===== config.mk =====
export PLATFORM = sky130hd
export DESIGN_NAME = nibble_serial_adder_ctrl_flat
export DESIGN_NICKNAME = d
export VERILOG_FILES = /design/src/rtl/nibble_serial_adder_ctrl_pkg.sv /design/src/rtl/nibble_serial_adder_ctrl_if.sv /design/src/rtl/nibble_serial_adder_ctrl_nibble_add.sv /design/src/rtl/nibble_serial_adder_ctrl.sv /design/src/flat_wrapper.sv
export SDC_FILE = /design/constraint.sdc
export NUM_CORES = 1
export LEC_CHECK = 0
export ABC_AREA = 0
export BUFFER_PORTS_ARGS = -buffer_cell sky130_fd_sc_hd__buf_2
export CORE_MARGIN = 2
export CORE_UTILIZATION = 54
export CTS_CLUSTER_SIZE = 14
export DETAILED_ROUTE_END_ITERATION = 10
export GPL_TIMING_DRIVEN = 0
export HOLD_SLACK_MARGIN = 0.1
export PLACE_DENSITY = 0.78
export SYNTH_ARGS = -nofsm -noshare
export SYNTH_HDL_FRONTEND = slang
export SYNTH_HIERARCHICAL = 1
export SYNTH_SLANG_ARGS = --single-unit

===== constraint.sdc =====
create_clock -name clk -period 3.65 [get_ports clk]
set_input_delay 0.365 -clock clk [delete_from_list [all_inputs] [get_ports clk]]
set_output_delay 0.365 -clock clk [all_outputs]
set_load 0.05 [all_outputs]

===== src/rtl/nibble_serial_adder_ctrl_pkg.sv =====
// Shared constants for the nibble-serial adder: FSM encoding, nibble width and index sizing.
package nibble_serial_adder_ctrl_pkg;

    localparam int NIBW = 4;

    typedef enum logic [1:0] {
        ST_IDLE = 2'd0,
        ST_RUN  = 2'd1,
        ST_DONE = 2'd2
    } state_t;

    // The nibble index must still be at least one bit wide when there is only one nibble.
    function automatic int idx_width(input int nib);
        return (nib > 1) ? $clog2(nib) : 1;
    endfunction

endpackage


===== src/rtl/nibble_serial_adder_ctrl_if.sv =====
// Request/result bundle between a requester (master) and the serial adder (slave).
interface nibble_serial_adder_ctrl_if #(
    parameter int WIDTH = 16
);
    logic             start;
    logic [WIDTH-1:0] a;
    logic [WIDTH-1:0] b;
    logic             cin;
    logic             busy;
    logic             done;
    logic [WIDTH-1:0] sum;
    logic             cout;
    logic             ovf;

    modport master (output start, a, b, cin, input busy, done, sum, cout, ovf);
    modport slave  (input start, a, b, cin, output busy, done, sum, cout, ovf);
endinterface


===== src/rtl/nibble_serial_adder_ctrl_nibble_add.sv =====
// 4-bit combinational ripple adder; c3 exposes the carry into the top bit for overflow detection.
module nibble_add
    import nibble_serial_adder_ctrl_pkg::*;
(
    input  logic [NIBW-1:0] a,
    input  logic [NIBW-1:0] b,
    input  logic            ci,
    output logic [NIBW-1:0] s,
    output logic            co,
    output logic            c3
);
    logic [NIBW:0] c;

    assign c[0] = ci;

    for (genvar gi = 0; gi < NIBW; gi++) begin : g_bit
        assign s[gi]   = a[gi] ^ b[gi] ^ c[gi];
        assign c[gi+1] = (a[gi] & b[gi]) | (c[gi] & (a[gi] ^ b[gi]));
    end

    assign co = c[NIBW];
    assign c3 = c[NIBW-1];
endmodule


===== src/rtl/nibble_serial_adder_ctrl.sv =====
// Wide add with carry-in computed one nibble per cycle, LSB nibble first, through a single 4-bit adder.
module nibble_serial_adder_ctrl
    import nibble_serial_adder_ctrl_pkg::*;
#(
    parameter int WIDTH = 16
) (
    input  logic                        clk,
    input  logic                        rst,
    nibble_serial_adder_ctrl_if.slave   bus
);
    localparam int NIB  = WIDTH / NIBW;
    localparam int IDXW = idx_width(NIB);
    localparam logic [IDXW-1:0] LAST_IDX = IDXW'(NIB - 1);

    state_t            state_q, state_d;
    logic [WIDTH-1:0]  a_q, a_d;
    logic [WIDTH-1:0]  b_q, b_d;
    logic [WIDTH-1:0]  sum_q, sum_d;
    logic [IDXW-1:0]   idx_q, idx_d;
    logic              carry_q, carry_d;
    logic              cout_q, cout_d;
    logic              ovf_q, ovf_d;

    logic [NIBW-1:0]   nib_a, nib_b, nib_s;
    logic              nib_co, nib_c3;
    logic              accept;

    assign nib_a = a_q[NIBW*idx_q +: NIBW];
    assign nib_b = b_q[NIBW*idx_q +: NIBW];

    nibble_add u_nibble_add (
        .a  (nib_a),
        .b  (nib_b),
        .ci (carry_q),
        .s  (nib_s),
        .co (nib_co),
        .c3 (nib_c3)
    );

    // A start is honoured in IDLE and also in DONE, which gives back-to-back throughput.
    assign accept = bus.start && (state_q != ST_RUN);

    always_comb begin
        state_d = state_q;
        a_d     = a_q;
        b_d     = b_q;
        sum_d   = sum_q;
        idx_d   = idx_q;
        carry_d = carry_q;
        cout_d  = cout_q;
        ovf_d   = ovf_q;

        case (state_q)
            ST_RUN: begin
                sum_d[NIBW*idx_q +: NIBW] = nib_s;
                carry_d = nib_co;
                if (idx_q == LAST_IDX) begin
                    cout_d  = nib_co;
                    ovf_d   = nib_c3 ^ nib_co;
                    state_d = ST_DONE;
                end else begin
                    idx_d = idx_q + 1'b1;
                end
            end
            ST_DONE: state_d = ST_IDLE;
            ST_IDLE: state_d = ST_IDLE;
            default: state_d = ST_IDLE;
        endcase

        if (accept) begin
            a_d     = bus.a;
            b_d     = bus.b;
            carry_d = bus.cin;
            idx_d   = '0;
            sum_d   = '0;
            state_d = ST_RUN;
        end
    end

    always_ff @(posedge clk) begin
        if (rst) begin
            state_q <= ST_IDLE;
            a_q     <= '0;
            b_q     <= '0;
            sum_q   <= '0;
            idx_q   <= '0;
            carry_q <= 1'b0;
            cout_q  <= 1'b0;
            ovf_q   <= 1'b0;
        end else begin
            state_q <= state_d;
            a_q     <= a_d;
            b_q     <= b_d;
            sum_q   <= sum_d;
            idx_q   <= idx_d;
            carry_q <= carry_d;
            cout_q  <= cout_d;
            ovf_q   <= ovf_d;
        end
    end

    assign bus.busy = (state_q == ST_RUN);
    assign bus.done = (state_q == ST_DONE);
    assign bus.sum  = sum_q;
    assign bus.cout = cout_q;
    assign bus.ovf  = ovf_q;
endmodule

===== src/flat_wrapper.sv =====
// flat-port wrapper written by rule: the top's interface ports become plain ports
module nibble_serial_adder_ctrl_flat import nibble_serial_adder_ctrl_pkg::*;
#(
    parameter int WIDTH = 16
)
  (clk, rst, bus_start, bus_a, bus_b, bus_cin, bus_busy, bus_done, bus_sum, bus_cout, bus_ovf);
  nibble_serial_adder_ctrl_if #(.WIDTH(WIDTH)) bus_i ();
  input  logic clk;
  input  logic rst;
  input wire logic [$bits(bus_i.start)-1:0] bus_start;
  input wire logic [$bits(bus_i.a)-1:0] bus_a;
  input wire logic [$bits(bus_i.b)-1:0] bus_b;
  input wire logic [$bits(bus_i.cin)-1:0] bus_cin;
  output wire logic [$bits(bus_i.busy)-1:0] bus_busy;
  output wire logic [$bits(bus_i.done)-1:0] bus_done;
  output wire logic [$bits(bus_i.sum)-1:0] bus_sum;
  output wire logic [$bits(bus_i.cout)-1:0] bus_cout;
  output wire logic [$bits(bus_i.ovf)-1:0] bus_ovf;
  assign bus_i.start = bus_start;
  assign bus_i.a = bus_a;
  assign bus_i.b = bus_b;
  assign bus_i.cin = bus_cin;
  assign bus_busy = bus_i.busy;
  assign bus_done = bus_i.done;
  assign bus_sum = bus_i.sum;
  assign bus_cout = bus_i.cout;
  assign bus_ovf = bus_i.ovf;
  nibble_serial_adder_ctrl #(.WIDTH(WIDTH)) u_core (.clk(clk), .rst(rst), .bus(bus_i));
endmodule

; After elaboration in Yosys (flattened, before gate mapping)
; Index checks and enable logic that the tools add are counted.
[totals]
ff_bits = 55
inputBits = 36
output_inout_bits = 20
word_cells = 55
[op_classes]
addsub = 2
n_eq_ne = 5
n_shift = 4
muxes = 6
n_bitwise = 23
reduce_logical = 6
[ops]
columns = op, count
row1 = $neg A4 Y34, 1
row2 = $shift A4 B34 Y16 const A, 1
row3 = $shiftx A4 B34 Y16, 1
row4 = $shiftx A16 B5 Y4, 2
row5 = $bwmux W16, 1
row6 = $xor A1 B1 Y1, 9
row7 = $and A1 B1 Y1, 8
row8 = $mux W1, 5
row9 = $eq A2 B2 Y1 const B, 2
row10 = $or A1 B1 Y1, 4
row11 = $reduce_and A2 Y1, 2
row12 = $ne A3 B1 Y1 const B, 1
row13 = $reduce_or A3 Y1, 1
row14 = $add A2 B1 Y2 const B, 1
row15 = $eq A2 B1 Y1 const B, 1
row16 = $ne A2 B1 Y1 const B, 1
row17 = $not A1 Y1, 2
row18 = $reduce_bool A2 Y1, 1
row19 = $reduce_or A2 Y1, 1
row20 = $logic_and A1 B1 Y1, 1

; Logic depth before layout (Yosys ltp)
[logic_depth]
depth_word = 12
ltp_mapped = 12
ltp_nobuf = 10

; Modules after synthesis
; The synthesis kept the hierarchy.
[by_module_without_submodules]
columns = module, n_inst, cells_per_inst, area_per_inst_um2, seq_area_each_um2
row1 = nibble_serial_adder_ctrl, 1, 275, 2516.2, 1101.1
row2 = nibble_add, 1, 12, 110.1, 0.0

; Least setup slack after synthesis
; OpenSTA, ideal clock, no wires.
[synth_path]
path_type = register to register
from = reg u_core.idx_q[0]
to = reg u_core.sum_q[14] (netlist: u_core/bus.sum[14])
setup_time_ns = 0.070
arrival_time_ns = 3.009
t_required_ns = 3.580
setup_slack_ns = 0.571
stages_incl_launch_ff = 12
n_path_buf = 2
period_less_slack_ns = 3.079
path_cell_list = dfxtp_1 -> buf_4 -> buf_4 -> mux4_2 -> fa_1 -> inv_1 -> fa_1 -> fa_1 -> inv_1 -> nand2_1 -> or4_1 -> a21oi_1
[synth_between]
elab_cells_between_ends = 23
classes_between = add/sub: 1 / shift: 4 / mux: 1 / bitwise: 17
[synth_lines]
columns = item, line
row1 = start: declaration, nibble_serial_adder_ctrl.sv:19  ; logic [IDXW-1:0] idx_q, idx_d;
row2 = start signal: assignment, nibble_serial_adder_ctrl.sv:95  ; idx_q <= idx_d;
row3 = $shiftx A16 B5 Y4 *, nibble_serial_adder_ctrl.sv:28  ; assign nib_a = a_q[NIBW*idx_q +: NIBW];
row4 = net u_core.nib_a[0], nibble_serial_adder_ctrl.sv:24  ; logic [NIBW-1:0] nib_a, nib_b, nib_s;
row5 = $xor A1 B1 Y1, nibble_serial_adder_ctrl_nibble_add.sv:18  ; assign c[gi+1] = (a[gi] & b[gi]) | (c[gi] & (a[gi] ^ b[gi]));
row6 = $and A1 B1 Y1, nibble_serial_adder_ctrl_nibble_add.sv:18
row7 = $or A1 B1 Y1 *, nibble_serial_adder_ctrl_nibble_add.sv:18
row8 = $and A1 B1 Y1 *, nibble_serial_adder_ctrl_nibble_add.sv:18
row9 = $or A1 B1 Y1 *, nibble_serial_adder_ctrl_nibble_add.sv:18
row10 = $xor A1 B1 Y1 *, nibble_serial_adder_ctrl_nibble_add.sv:17  ; assign s[gi] = a[gi] ^ b[gi] ^ c[gi];
row11 = net u_core.nib_s[2], nibble_serial_adder_ctrl.sv:24
row12 = $shiftx A4 B34 Y16 *, nibble_serial_adder_ctrl.sv:55  ; sum_d[NIBW*idx_q +: NIBW] = nib_s;
row13 = $bwmux W16 *, nibble_serial_adder_ctrl.sv:55
row14 = end signal: assignment, nibble_serial_adder_ctrl.sv:94  ; sum_q <= sum_d;
row15 = end: declaration, nibble_serial_adder_ctrl.sv:18  ; logic [WIDTH-1:0] sum_q, sum_d;
; Mark *: on every way through the listed nets, which the timed path passes. The rest lies on a longest branch.
; A chain may end at the register's enable or synchronous reset.

; Final worst setup path
; Same ends and word-level chain as after synthesis.

==> results.sh <==
export IMPL_hold_fails_final_rpt=0
export IMPL_power_leakage_nw=1.206
export IMPL_proportion_of_netlist_area_held_by_the_largest_area_contributor_pct=41.92
export IMPL_worst_endpoint_data_arrival_time_ns=3.65
export IMPL_area_of_the_die_um2=5438
export IMPL_critPathKind="reg -> reg"
export IMPL_yosys_top_cells_area="sky130_fd_sc_hd__dfxtp_1 42%, sky130_fd_sc_hd__a21oi_1 8.2%, sky130_fd_sc_hd__mux4_2 6.9%, sky130_fd_sc_hd__nand3_1 6.5%, sky130_fd_sc_hd__o21ai_0 6.3%"
export IMPL_synth_adder_area_share_pct=5.908
export IMPL_cts_repair_timing_setup_buffer_count=0
export IMPL_grt_antenna_before_repair=0
export IMPL_num_antenna_cells=0
export IMPL_hold_path_class="in -> reg"
export IMPL_synth_enable_flop_cells=0
export IMPL_finalNetCount=394
export IMPL_post_synthesis_average_cell_area_um2=9.151
export IMPL_final_setup_viol_count=0
export IMPL_clock_sink_count=55
export IMPL_clock_skew_final_ns=0.006764
export IMPL_start_util_pct=55.97
export IMPL_multiInputGateArea_um2=1329
export IMPL_report_final_slew_viol_count=0
export IMPL_critPathLaunchType="flip-flop"
export IMPL_synth_commonest_cells="55 x sky130_fd_sc_hd__dfxtp_1, 43 x sky130_fd_sc_hd__a21oi_1, 34 x sky130_fd_sc_hd__nand3_1"
export IMPL_hpwlAfterDp_um=4656
export IMPL_largest_family_of_logic_cells_by_synthesized_area="simple AND/OR/NAND/NOR gates"
export IMPL_remaining_drc_errors=0
export IMPL_drt_vias_per_instance=5.906
export IMPL_regArea_um2=1101
export IMPL_synth_xor_area_share_pct=0.6670
export IMPL_syn_inst=287
export IMPL_flow_area_growth_from_synthesis_pct=16.67
export IMPL_number_of_routed_nets_with_antenna_violations=0
export IMPL_ys_dominant_reg_cell="sky130_fd_sc_hd__dfxtp_1"
export IMPL_portBuffers=54
export IMPL_ys_warnings_count=6
export IMPL_worst_ir_drop_vdd_uv=224.2
export IMPL_worst_slew_pin_slew_ns=0.5744
export IMPL_fillerInstances=395
export IMPL_layout_min_cycle_time_ns=3.398
export IMPL_clk_root_buffer_cell="sky130_fd_sc_hd__clkbuf_8"
export IMPL_route_vias_total=2380
export IMPL_fin_crit_sh_pct=93.11
export IMPL_fp_dieH_um=73.74
export IMPL_design_core_area_um2=4692
export IMPL_power_density_cell_area_nw_per_um2=395.9
export IMPL_grt_start_max_net_pins=16
export IMPL_grt_ovfl_total=0
export IMPL_grt_usage_pct=26.02
export IMPL_io_pins=56
export IMPL_die_width_um=73.74
export IMPL_first_pass_grt_wire_length_um=10760
export IMPL_detailedPlace_worstSlack_ns=0.2991
export IMPL_slew_headroom_pct=61.17
export IMPL_route_final_wire_length_um=6370
export IMPL_final_setup_tns_ns=0
export IMPL_synthMostInstantiatedCell="sky130_fd_sc_hd__dfxtp_1"
export IMPL_clock_tree_buffer_depth=2
export IMPL_cts_hold_buffers_added=0
export IMPL_rsz0062_at_grt="false"
export IMPL_synth_seq_cells=55
export IMPL_detailedRoute_firstPassIterationCount=4
export IMPL_worstPathRequired_ns=3.90
export IMPL_insertion_delay_ns=0.31
export IMPL_synth_sequential_area_ratio_pct=41.92
export IMPL_post_synth_top_area_cell="sky130_fd_sc_hd__dfxtp_1"
export IMPL_rows=25
export IMPL_clock_tree_htree_level_count=2
export IMPL_mappedNetlistNets=333
export IMPL_outcome="finished clean"
export IMPL_cts_resized_gates=0
export IMPL_synth_async_sr_flop_share_pct=0
export IMPL_worstSetupEndpointType="flip-flop"
export IMPL_max_freq_mhz=294.3
export IMPL_gp_routability_congestion=0.8513
export IMPL_critical_path_max_fanout=10
export IMPL_basic_gate_share_of_the_synthesized_area_counting_and_or_nand_and_nor_cells_pct=18.68
export IMPL_clkSlewWorstSetupHoldPaths_ns=0.09
export IMPL_dr_first_iter_drc_count=192
export IMPL_post_synth_instance_area_um2=2626
export IMPL_synth_cell_type_count=33
export IMPL_layout_setup_ws_ns=0.2516
export IMPL_number_of_clock_buffers_inserted_by_tritoncts=5
export IMPL_grt_pass1_vias=2265
export IMPL_tritoncts="yes"
export IMPL_synth_mux_area_share_pct=7.623
export IMPL_synth_compound_area_share_pct=17.72
export IMPL_cap_violations=0
export IMPL_drive_gt1_share_pct=27.51
export IMPL_drt_wirelength_per_cell_um=15.81
[registers in the layout, indices dropped and copies added, names as in the netlist]
signal,flops
u_core/a_q,16
u_core/bus.ovf,1
u_core/bus.cout,1
u_core/bus.sum,16
u_core/b_q,16
u_core/idx_q,2
u_core/state_q,2
u_core/carry_q,1
[area by class of cell]
class                           count  share of cell area, %
Timing Repair Buffer               54                  8.820
Tap cell                           54                  2.205
Sequential cell                    55                  35.93
Clock buffer                        8                  3.267
Buffer                             26                  4.941
Inverter                           12                  1.470
Multi-Input combinational cell    194                  43.36
[per-layer routing]
layer	global-route usage (%)	up-vias	wire length, um
met5	0	-	0
met4	8.283	0	56
li1	-	1148	-
met1	34.63	1152	2802
met2	42.36	75	3204
met3	5.350	5	306
[path summary, 6_finish.rpt]
check / startpoint / endpoint / slack [ns] / cells past startpoint
max: u_core/idx_q[0]$_SDFFE_PP0P_ / u_core/bus.sum[14]$_SDFFE_PP0P_ / 0.25 / 11
min: bus_b[14] / u_core/b_q[14]$_SDFFE_PP0P_ / 0.30 / 3
max reg2reg: u_core/idx_q[0]$_SDFFE_PP0P_ / u_core/bus.sum[14]$_SDFFE_PP0P_ / 0.25 / 11
min reg2reg: u_core/bus.sum[15]$_SDFFE_PP0P_ / u_core/bus.sum[15]$_SDFFE_PP0P_ / 0.46 / 2
[kinds of logic (layout without fill, tap and decap cells)]
kind of cell,after synthesis,in the layout
adder cells (fa/ha/maj),10,10
AO/OA/AOI/OAI,86,86
multiplexers,10,10
AND/OR/NAND/NOR,86,86
flip-flops,55,55
XOR/XNOR,2,2
buffers and inverters,38,100
[worst max-delay path: stages, from the launching register on]
cell                      delay [ns]
sky130_fd_sc_hd__dfxtp_1        0.39
sky130_fd_sc_hd__buf_4          0.21
sky130_fd_sc_hd__buf_4          0.23
sky130_fd_sc_hd__mux4_2         0.55
sky130_fd_sc_hd__fa_1           0.42
sky130_fd_sc_hd__inv_1          0.08
sky130_fd_sc_hd__fa_1           0.18
sky130_fd_sc_hd__fa_1           0.40
sky130_fd_sc_hd__inv_1          0.16
sky130_fd_sc_hd__nand2_1        0.07
sky130_fd_sc_hd__or4_1          0.47
sky130_fd_sc_hd__a21oi_1        0.15
[report_power, final]
group | switching [mW] | leakage [nW] | internal [mW]
sequential | 0.0149 | 0.449 | 0.626
combinational | 0.128 | 0.706 | 0.0799
clock | 0.191 | 0.0515 | 0.174
total | 0.334 | 1.21 | 0.879
[placed cells by master (no fill, tap or decap), drive strengths merged]
master,count
a21oi,51
nor3b,2
inv,12
clkbuf,21
nand4,14
fa,4
dfxtp,55
or4,1
a21o,1
nand2,19
a211oi,1
and4bb,1
ha,6
buf,67
xnor2,1
o21ai,33
nor4b,2
xor2,1
nand2b,1
and4b,1
nor2,5
nand3,34
and2b,1
nand3b,5
mux2i,2
mux4,8
[stage by stage]
step,hold WS [ns],instance area [um^2],instances,utilization (%),power [mW]
2_1_floorplan,0.4505,2626,287,-,0.7938
3_3_place_gp,0.4394,2964,395,63.17,0.8523
3_5_place_dp,0.4430,2964,395,63.17,0.8592
4_1_cts,0.2919,3064,403,65.31,1.219
5_1_grt,0.2947,3064,403,65.31,1.272
6_report,0.2967,3064,403,65.31,1.213
No activity file was read; power rests on OpenSTA's default activity.
